**src/rtl/vga_text_pkg.sv**
```systemverilog
// ---------------------------------------------------------------------------
// vga_text_pkg
// Shared definitions for the 80x25 text-mode renderer: console geometry,
// the 16-entry CGA palette (12-bit {r,g,b}), the attribute byte layout and
// the per-pixel side-band that travels down the render pipeline.
// ---------------------------------------------------------------------------
package vga_text_pkg;

  localparam int unsigned COLS   = 80;
  localparam int unsigned ROWS   = 25;
  localparam int unsigned CELL_W = 9;
  localparam int unsigned CELL_H = 16;

  // Entry 15 first, entry 0 last.
  localparam logic [15:0][11:0] PALETTE = {
    12'hFFF, 12'hFF5, 12'hF5F, 12'hF55,
    12'h5FF, 12'h5F5, 12'h55F, 12'h555,
    12'hAAA, 12'hA50, 12'hA0A, 12'hA00,
    12'h0AA, 12'h0A0, 12'h00A, 12'h000
  };

  typedef struct packed {
    logic       blink;
    logic [2:0] bg;
    logic [3:0] fg;
  } attr_t;

  // Side-band carried alongside each pixel through the fetch stages.
  typedef struct packed {
    logic [3:0] dot;
    logic       oor;
    logic       hs;
    logic       vs;
    logic       act;
  } side_t;

  function automatic logic [11:0] palette_lookup(input logic [3:0] idx);
    return PALETTE[idx];
  endfunction

endpackage

```
**src/rtl/vga_text_cellctr.sv**
```systemverilog
// ---------------------------------------------------------------------------
// vga_text_cellctr
// Tracks the dot (0..8) and column (0..127, saturating) of the incoming pixel
// and forms the text RAM word address row*80+col.
//   clock, rst_i  : pixel clock, synchronous active-high reset
//   active_i      : active-video flag; clears both counters when low
//   row_i         : character row of the current pixel
//   dot_o, col_o  : position of the current pixel inside the line
//   adr_o         : unregistered address of the current pixel's cell
//   text_adr_o    : registered address presented to the text RAM
// ---------------------------------------------------------------------------
module vga_text_cellctr
  import vga_text_pkg::*;
(
  input  logic        clock,
  input  logic        rst_i,
  input  logic        active_i,
  input  logic [4:0]  row_i,
  output logic [3:0]  dot_o,
  output logic [6:0]  col_o,
  output logic [10:0] adr_o,
  output logic [10:0] text_adr_o
);

  logic [3:0]  dot_q, dot_d;
  logic [6:0]  col_q, col_d;
  logic [10:0] row_w;
  logic [10:0] adr_d;
  logic [10:0] text_adr_q;

  always_comb begin
    dot_d = dot_q;
    col_d = col_q;
    if (!active_i) begin
      dot_d = '0;
      col_d = '0;
    end else if (dot_q == 4'(CELL_W - 1)) begin
      dot_d = '0;
      // Saturate so pixels past the last column stay out of range.
      if (col_q != '1) col_d = col_q + 7'd1;
    end else begin
      dot_d = dot_q + 4'd1;
    end
  end

  // row*80 = row*64 + row*16
  assign row_w = {6'b0, row_i};
  assign adr_d = (row_w << 6) + (row_w << 4) + {4'b0, col_q};

  always_ff @(posedge clock) begin
    if (rst_i) begin
      dot_q      <= '0;
      col_q      <= '0;
      text_adr_q <= '0;
    end else begin
      dot_q      <= dot_d;
      col_q      <= col_d;
      text_adr_q <= adr_d;
    end
  end

  assign dot_o      = dot_q;
  assign col_o      = col_q;
  assign adr_o      = adr_d;
  assign text_adr_o = text_adr_q;

endmodule

```
**src/rtl/vga_text_render.sv**
```systemverilog
// ---------------------------------------------------------------------------
// vga_text_render
// Renders an 80x25 text console (9x16 cells) from 720x400 VGA timing.
// Pipeline: text RAM fetch -> font ROM fetch -> palette, fixed 4-clock
// latency; hs/vs/active are delayed to match the RGB output.
//   clock, rst_i           : pixel clock, synchronous active-high reset
//   active_i, x_i, y_i     : timing-generator position (x_i is debug only)
//   hs_i, vs_i             : syncs in (vs low = sync pulse)
//   text_adr_o/text_dat_i  : text RAM, 1-cycle read, {attr, char}
//   font_adr_o/font_dat_i  : font ROM, 1-cycle read, bit 7 = leftmost dot
//   r_o, g_o, b_o          : 4-bit colour channels
//   hs_o, vs_o, active_o   : syncs/active delayed 4 clocks
// Optional: VGA_TEXT_CURSOR_EN adds cursor_pos_i and an underline cursor on
// lines 14..15 of the addressed cell, blinking with frame counter bit 3.
// ---------------------------------------------------------------------------
module vga_text_render
  import vga_text_pkg::*;
#(
  parameter int unsigned COLS      = vga_text_pkg::COLS,
  parameter int unsigned ROWS      = vga_text_pkg::ROWS,
  parameter int unsigned BLINK_BIT = 4
) (
  input  logic        clock,
  input  logic        rst_i,
  input  logic        active_i,
  input  logic [15:0] x_i,
  input  logic [15:0] y_i,
  input  logic        hs_i,
  input  logic        vs_i,
`ifdef VGA_TEXT_CURSOR_EN
  input  logic [10:0] cursor_pos_i,
`endif
  output logic [10:0] text_adr_o,
  input  logic [15:0] text_dat_i,
  output logic [11:0] font_adr_o,
  input  logic [7:0]  font_dat_i,
  output logic [3:0]  r_o,
  output logic [3:0]  g_o,
  output logic [3:0]  b_o,
  output logic        hs_o,
  output logic        vs_o,
  output logic        active_o
);

  localparam int unsigned LINE_W = $clog2(CELL_H);

  logic [4:0]  row;
  logic [3:0]  line;
  logic [3:0]  dot;
  logic [6:0]  col;
  logic [10:0] cell_adr;

  logic        unused_in;
  assign unused_in = ^{x_i, y_i[15:LINE_W+5]};

  assign line = y_i[LINE_W-1:0];
  assign row  = y_i[LINE_W +: 5];

  vga_text_cellctr u_cellctr (
    .clock      (clock),
    .rst_i      (rst_i),
    .active_i   (active_i),
    .row_i      (row),
    .dot_o      (dot),
    .col_o      (col),
    .adr_o      (cell_adr),
    .text_adr_o (text_adr_o)
  );

  side_t       s1_d, s1_q, s2_q, s3_q, s4_q;
  logic [3:0]  line1_q, line2_q;
  attr_t       attr3_q, attr4_q;
  logic        ext_d, ext3_q, ext4_q;
  logic [11:0] font_adr_d, font_adr_q;
  logic        fg_on;
  logic [3:0]  pal_idx;
  logic [11:0] rgb_d, rgb_q;
  logic        hs_q, vs_out_q, act_q;
  logic        vs_dly_q;
  logic [4:0]  frame_cnt_d, frame_cnt_q;

  always_comb begin
    s1_d.dot = dot;
    s1_d.oor = !active_i || (col >= 7'(COLS)) || (row >= 5'(ROWS));
    s1_d.hs  = hs_i;
    s1_d.vs  = vs_i;
    s1_d.act = active_i;
  end

  assign font_adr_d = {text_dat_i[7:0], line2_q};
  // Box-drawing range 0xC0..0xDF extends its rightmost dot into the gap column.
  assign ext_d      = (text_dat_i[7:5] == 3'b110);

  always_comb begin
    frame_cnt_d = frame_cnt_q;
    if (vs_dly_q && !vs_i) frame_cnt_d = frame_cnt_q + 5'd1;
  end

`ifdef VGA_TEXT_CURSOR_EN
  logic       cur_d;
  logic [3:0] cur_q;
  assign cur_d = (cell_adr == cursor_pos_i) && (line >= 4'(CELL_H - 2));
`else
  logic unused_adr;
  assign unused_adr = ^cell_adr;
`endif

  always_comb begin
    fg_on = s4_q.dot[3] ? (ext4_q & font_dat_i[0]) : font_dat_i[~s4_q.dot[2:0]];
    if (attr4_q.blink && frame_cnt_q[BLINK_BIT]) fg_on = 1'b0;
`ifdef VGA_TEXT_CURSOR_EN
    if (cur_q[3] && frame_cnt_q[3]) fg_on = 1'b1;
`endif
    pal_idx = fg_on ? attr4_q.fg : {1'b0, attr4_q.bg};
    rgb_d   = s4_q.oor ? '0 : palette_lookup(pal_idx);
  end

  always_ff @(posedge clock) begin
    if (rst_i) begin
      s1_q        <= '0;
      s2_q        <= '0;
      s3_q        <= '0;
      s4_q        <= '0;
      line1_q     <= '0;
      line2_q     <= '0;
      attr3_q     <= '0;
      attr4_q     <= '0;
      ext3_q      <= '0;
      ext4_q      <= '0;
      font_adr_q  <= '0;
      rgb_q       <= '0;
      hs_q        <= '0;
      vs_out_q    <= '0;
      act_q       <= '0;
      vs_dly_q    <= '0;
      frame_cnt_q <= '0;
`ifdef VGA_TEXT_CURSOR_EN
      cur_q       <= '0;
`endif
    end else begin
      s1_q        <= s1_d;
      line1_q     <= line;
      s2_q        <= s1_q;
      line2_q     <= line1_q;
      s3_q        <= s2_q;
      font_adr_q  <= font_adr_d;
      attr3_q     <= attr_t'(text_dat_i[15:8]);
      ext3_q      <= ext_d;
      s4_q        <= s3_q;
      attr4_q     <= attr3_q;
      ext4_q      <= ext3_q;
      rgb_q       <= rgb_d;
      hs_q        <= s4_q.hs;
      vs_out_q    <= s4_q.vs;
      act_q       <= s4_q.act;
      vs_dly_q    <= vs_i;
      frame_cnt_q <= frame_cnt_d;
`ifdef VGA_TEXT_CURSOR_EN
      cur_q       <= {cur_q[2:0], cur_d};
`endif
    end
  end

  assign font_adr_o = font_adr_q;
  assign r_o        = rgb_q[11:8];
  assign g_o        = rgb_q[7:4];
  assign b_o        = rgb_q[3:0];
  assign hs_o       = hs_q;
  assign vs_o       = vs_out_q;
  assign active_o   = act_q;

endmodule

```
**config.mk**
```make
export PLATFORM = sky130hd
export DESIGN_NAME = vga_text_render
export DESIGN_NICKNAME = d
export VERILOG_FILES = /design/src/rtl/vga_text_pkg.sv /design/src/rtl/vga_text_cellctr.sv /design/src/rtl/vga_text_render.sv
export SDC_FILE = /design/constraint.sdc
export NUM_CORES = 1
export LEC_CHECK = 0
export CORE_MARGIN = 2
export CORE_UTILIZATION = 45
export CTS_CLUSTER_SIZE = 20
export DETAILED_ROUTE_END_ITERATION = 10
export DONT_BUFFER_PORTS = 1
export MAX_ROUTING_LAYER = met4
export SLEW_MARGIN = 0
export SYNTH_ARGS = -nofsm -noshare
export SYNTH_HDL_FRONTEND = slang
export SYNTH_SLANG_ARGS = --single-unit
export TNS_END_PERCENT = 5
```
**constraint.sdc**
```tcl
create_clock -name clock -period 1.9 [get_ports clock]
set_input_delay 0.19 -clock clock [delete_from_list [all_inputs] [get_ports clock]]
set_output_delay 0.19 -clock clock [all_outputs]
set_load 0.02 [all_outputs]
```
==> impl_metrics.yaml <==
placement:
  io_buffers: 0
  gp_congestion: 0.723
  hpwlAfterDp_um: 3350
global_route:
  grt_busiest_layer: "met2"
  overflow: 0
  grt_antenna_before_repair: 0
  grtUsageMet2_pct: 24.7
  grt_util_all_layers_pct: 14.2
  grt_pass1_vias: 2156
  grt_use_met3_pct: 3.14
  grt_pass1_wl_um: 9400
  grt_max_degree: 61
  grtUsageMet1_pct: 14.9
finish:
  nNetsFinal: 445
  final_common_cell: "dfxtp_1"
  antenna_cells: 0
  final_cell_mix: "dfxtp_1 (104), nor2b_1 (73), dlygate4sd3_1 (39)"
  nFillCells: 689
  area_growth_pct: 20.4
  fin_util_pct: 56.1
  drive_above_1_share_pct: 9.12
power_and_ir_drop:
  power.share.switching_pct: 21.5
  p_clk_share_pct: 39.1
  p_int_w: 0.00328
  pwr-share-seq_pct: 55.9
  power_density_mw_per_mm2: 964
  finalPower_w: 0.00418
  p_sw_w: 0.000897
  ir_drop_v: 0.000418
  leakage_nw: 1.78
  comb_power_share_pct: 5.0
worst_hold_path:
  hold_path.startpoint: "text_dat_i[6]"
  min_path_type: "in2reg"
  holdPathEnd: "ext3_q$_SDFF_PP0_"
  min_path_cells: 1
timing:
  setup_viol_count_final: 0
  fin_tns_setup_ns: 0
  period_minus_slack_ns: 1.76
  tightest_slew_ns: 0.767
  fin_crit_sh_pct: 92.5
  rsz0062_at_grt: "no"
  maxSlewViolCount: 0
  relSlewSlack_pct: 48.8
  finalHoldViolCount: 0
  timing.fmax_ghz: 0.569
  finClkSkew_ns: 0.0122
setup_path:
  reg2regPathDepth: 9
  reg2reg_slack_ns: 0.14
  endpoint_kind: "flip-flop"
  reg2reg_to: "u_cellctr.text_adr_o[9]$_SDFF_PP0_"
  worstReg2RegStart: "u_cellctr.col_o[5]$_SDFFE_PP0P_"
  cp-start-kind: "flip-flop"
  critPathArrivalTime_ns: 2.00
  cp_max_fo: 2
  crit_required_ns: 2.15
  crit_type: "reg2reg"
floorplan:
  die_x_um: 93.5
  num_rows: 32
  initial_core_util_pct: 46.6
  die-area_mm2: 0.00874
  design.core.area_mm2: 0.00773
  chipHeight_um: 93.5
  pin_count: 99
synthesis:
  yosysSeqAreaShare_pct: 58.4
  synthCells: 332
  syn_nets: 409
  syn_avg_cell_area_um2: 10.9
  ys_types: 44
  yosysTopAreaCell: "dfxtp_1"
  postSynth.asyncResetShare_pct: 0
  yosys_warnings: 0
  synth_edf_count: 0
  syn-cell-area_mm2: 0.00360
  synth-seq-cells: 105
  ys.flop_type: "dfxtp_1"
  synth_area_leaders: "dfxtp_1 (58%), nor2b_1 (13%), ha_1 (4.9%)"
  synth.top_cell.area_share_pct: 58.4
clock_network:
  clk_latency_ns: 0.36
  htree_levels: 3
  clock-sinks: 105
  root_buffer: "clkbuf_8"
  cts_max_path_buffers: 2
  cts_made_buffers: 9
  cts_tree: "done"
  cts.clk_slew.worst_paths_ns: 0.10
drt:
  drc: 0
  drt_pass1_iterations: 4
  totalWireLength_um: 5620
  antenna_left: 0
  drtIter0Drc: 56
  vias: 2225
  wl_per_cell_um: 11.8
  via_per_inst: 4.68
run:
  drv_cap: 0
outcome:
  status: "finished clean"
[cells by family after synthesis]
family | synth area share (%)
AOI/OAI and AO/OA | 5.94
buffers and inverters | 4.06
and+or+nand+nor | 20.8
muxes | 1.91
xor gates and xnor gates | 2.92
DFF | 58.4
adders and majority gates | 5.97
[sequential cells by signal (all words and copies together), names as in the netlist, 5 cells and up]
name / flops
attr3_q: 8
attr4_q: 8
font_adr_o: 12
frame_cnt_q: 5
rgb_q: 5
s1_q: 7
s2_q: 8
s3_q: 8
s4_q: 8
u_cellctr.col_o: 7
u_cellctr.text_adr_o: 11
[power groups by stage]
stage / clock, W / combinational [W] / sequential, W
6_report: 0.00163 / 0.000209 / 0.00234
5_1_grt: 0.00179 / 0.000236 / 0.00235
4_1_cts: 0.00169 / 0.000208 / 0.00234
3_5_place_dp: 0 / 0.000133 / 0.00239
3_3_place_gp: 0 / 0.000131 / 0.00239
2_1_floorplan: 0 / 0.000149 / 0.00238
[worst max-delay path, cell delays in order, from the launching register on]
cell and delay, ns:
dfxtp_1 0.32, ha_1 0.27, ha_1 0.23, inv_2 0.07, fa_2 0.21, inv_1 0.04
a21o_1 0.18, a21oi_2 0.14, xor2_1 0.15, nor2_1 0.05
[metal layers]
metal / wire [µm] / share of wire [%] / vias to the layer above
li1: - / - / 1141
met1: 2460 / 44 / 1024
met2: 2760 / 49 / 52
met3: 281 / 5.0 / 8
met4: 109 / 1.9 / 0
met5: 0 / 0 / -
[through the flow]
stage	worst slack, ns	hold WS (ns)	instance area (µm²)	std cells
after floorplan	0.0731	0.298	3600	332
after global placement	0.0358	0.264	3660	419
after detailed placement	0.0128	0.264	3660	419
after CTS	0.000120	0.00585	4330	475
after global routing	0.00134	0.0310	4340	475
final	0.143	0.0236	4340	475
[cell type report]
class                   count  area (µm²)  area share (%)
clock buffers               9         124            2.86
clock inverters             7         125            2.89
inverters                  14        52.6            1.21
multi-input cells         195        1360            31.4
flip-flops and latches    105        2100            48.5
well taps                 102         128            2.94
repair buffers             43         440            10.2
[repair_timing]
action                                 CTS  global route
hold buffers                            40             0
endpoints found under the hold margin   88             0
setup buffers                            0             0
resized for setup                        0             5
setup endpoints to repair                0             3
[cell usage after synthesis (4+ instances only)]
cell type	instances
a21oi_1	9
buf_4	7
clkbuf_1	9
dfxtp_1	105
ha_1	14
inv_1	14
nand2_1	9
nand4_1	4
nor2_1	26
nor2b_1	73
o21ai_0	5
xnor2_1	4
xor2_1	8
[worst max-delay path by stage]
stage,start,end,slack [ns]
6_report,u_cellctr.col_o[5]$_SDFFE_PP0P_,u_cellctr.text_adr_o[9]$_SDFF_PP0_,0.14
2_1_floorplan,u_cellctr.col_o[6]$_SDFFE_PP0P_,u_cellctr.text_adr_o[9]$_SDFF_PP0_,0.07
3_5_place_dp,u_cellctr.col_o[6]$_SDFFE_PP0P_,u_cellctr.text_adr_o[9]$_SDFF_PP0_,0.01
3_3_place_gp,u_cellctr.col_o[6]$_SDFFE_PP0P_,u_cellctr.text_adr_o[9]$_SDFF_PP0_,0.04
5_1_grt,u_cellctr.col_o[5]$_SDFFE_PP0P_,u_cellctr.text_adr_o[9]$_SDFF_PP0_,0.001
4_1_cts,u_cellctr.col_o[6]$_SDFFE_PP0P_,u_cellctr.text_adr_o[9]$_SDFF_PP0_,0.0001
No activity file was read; power rests on OpenSTA's default activity.
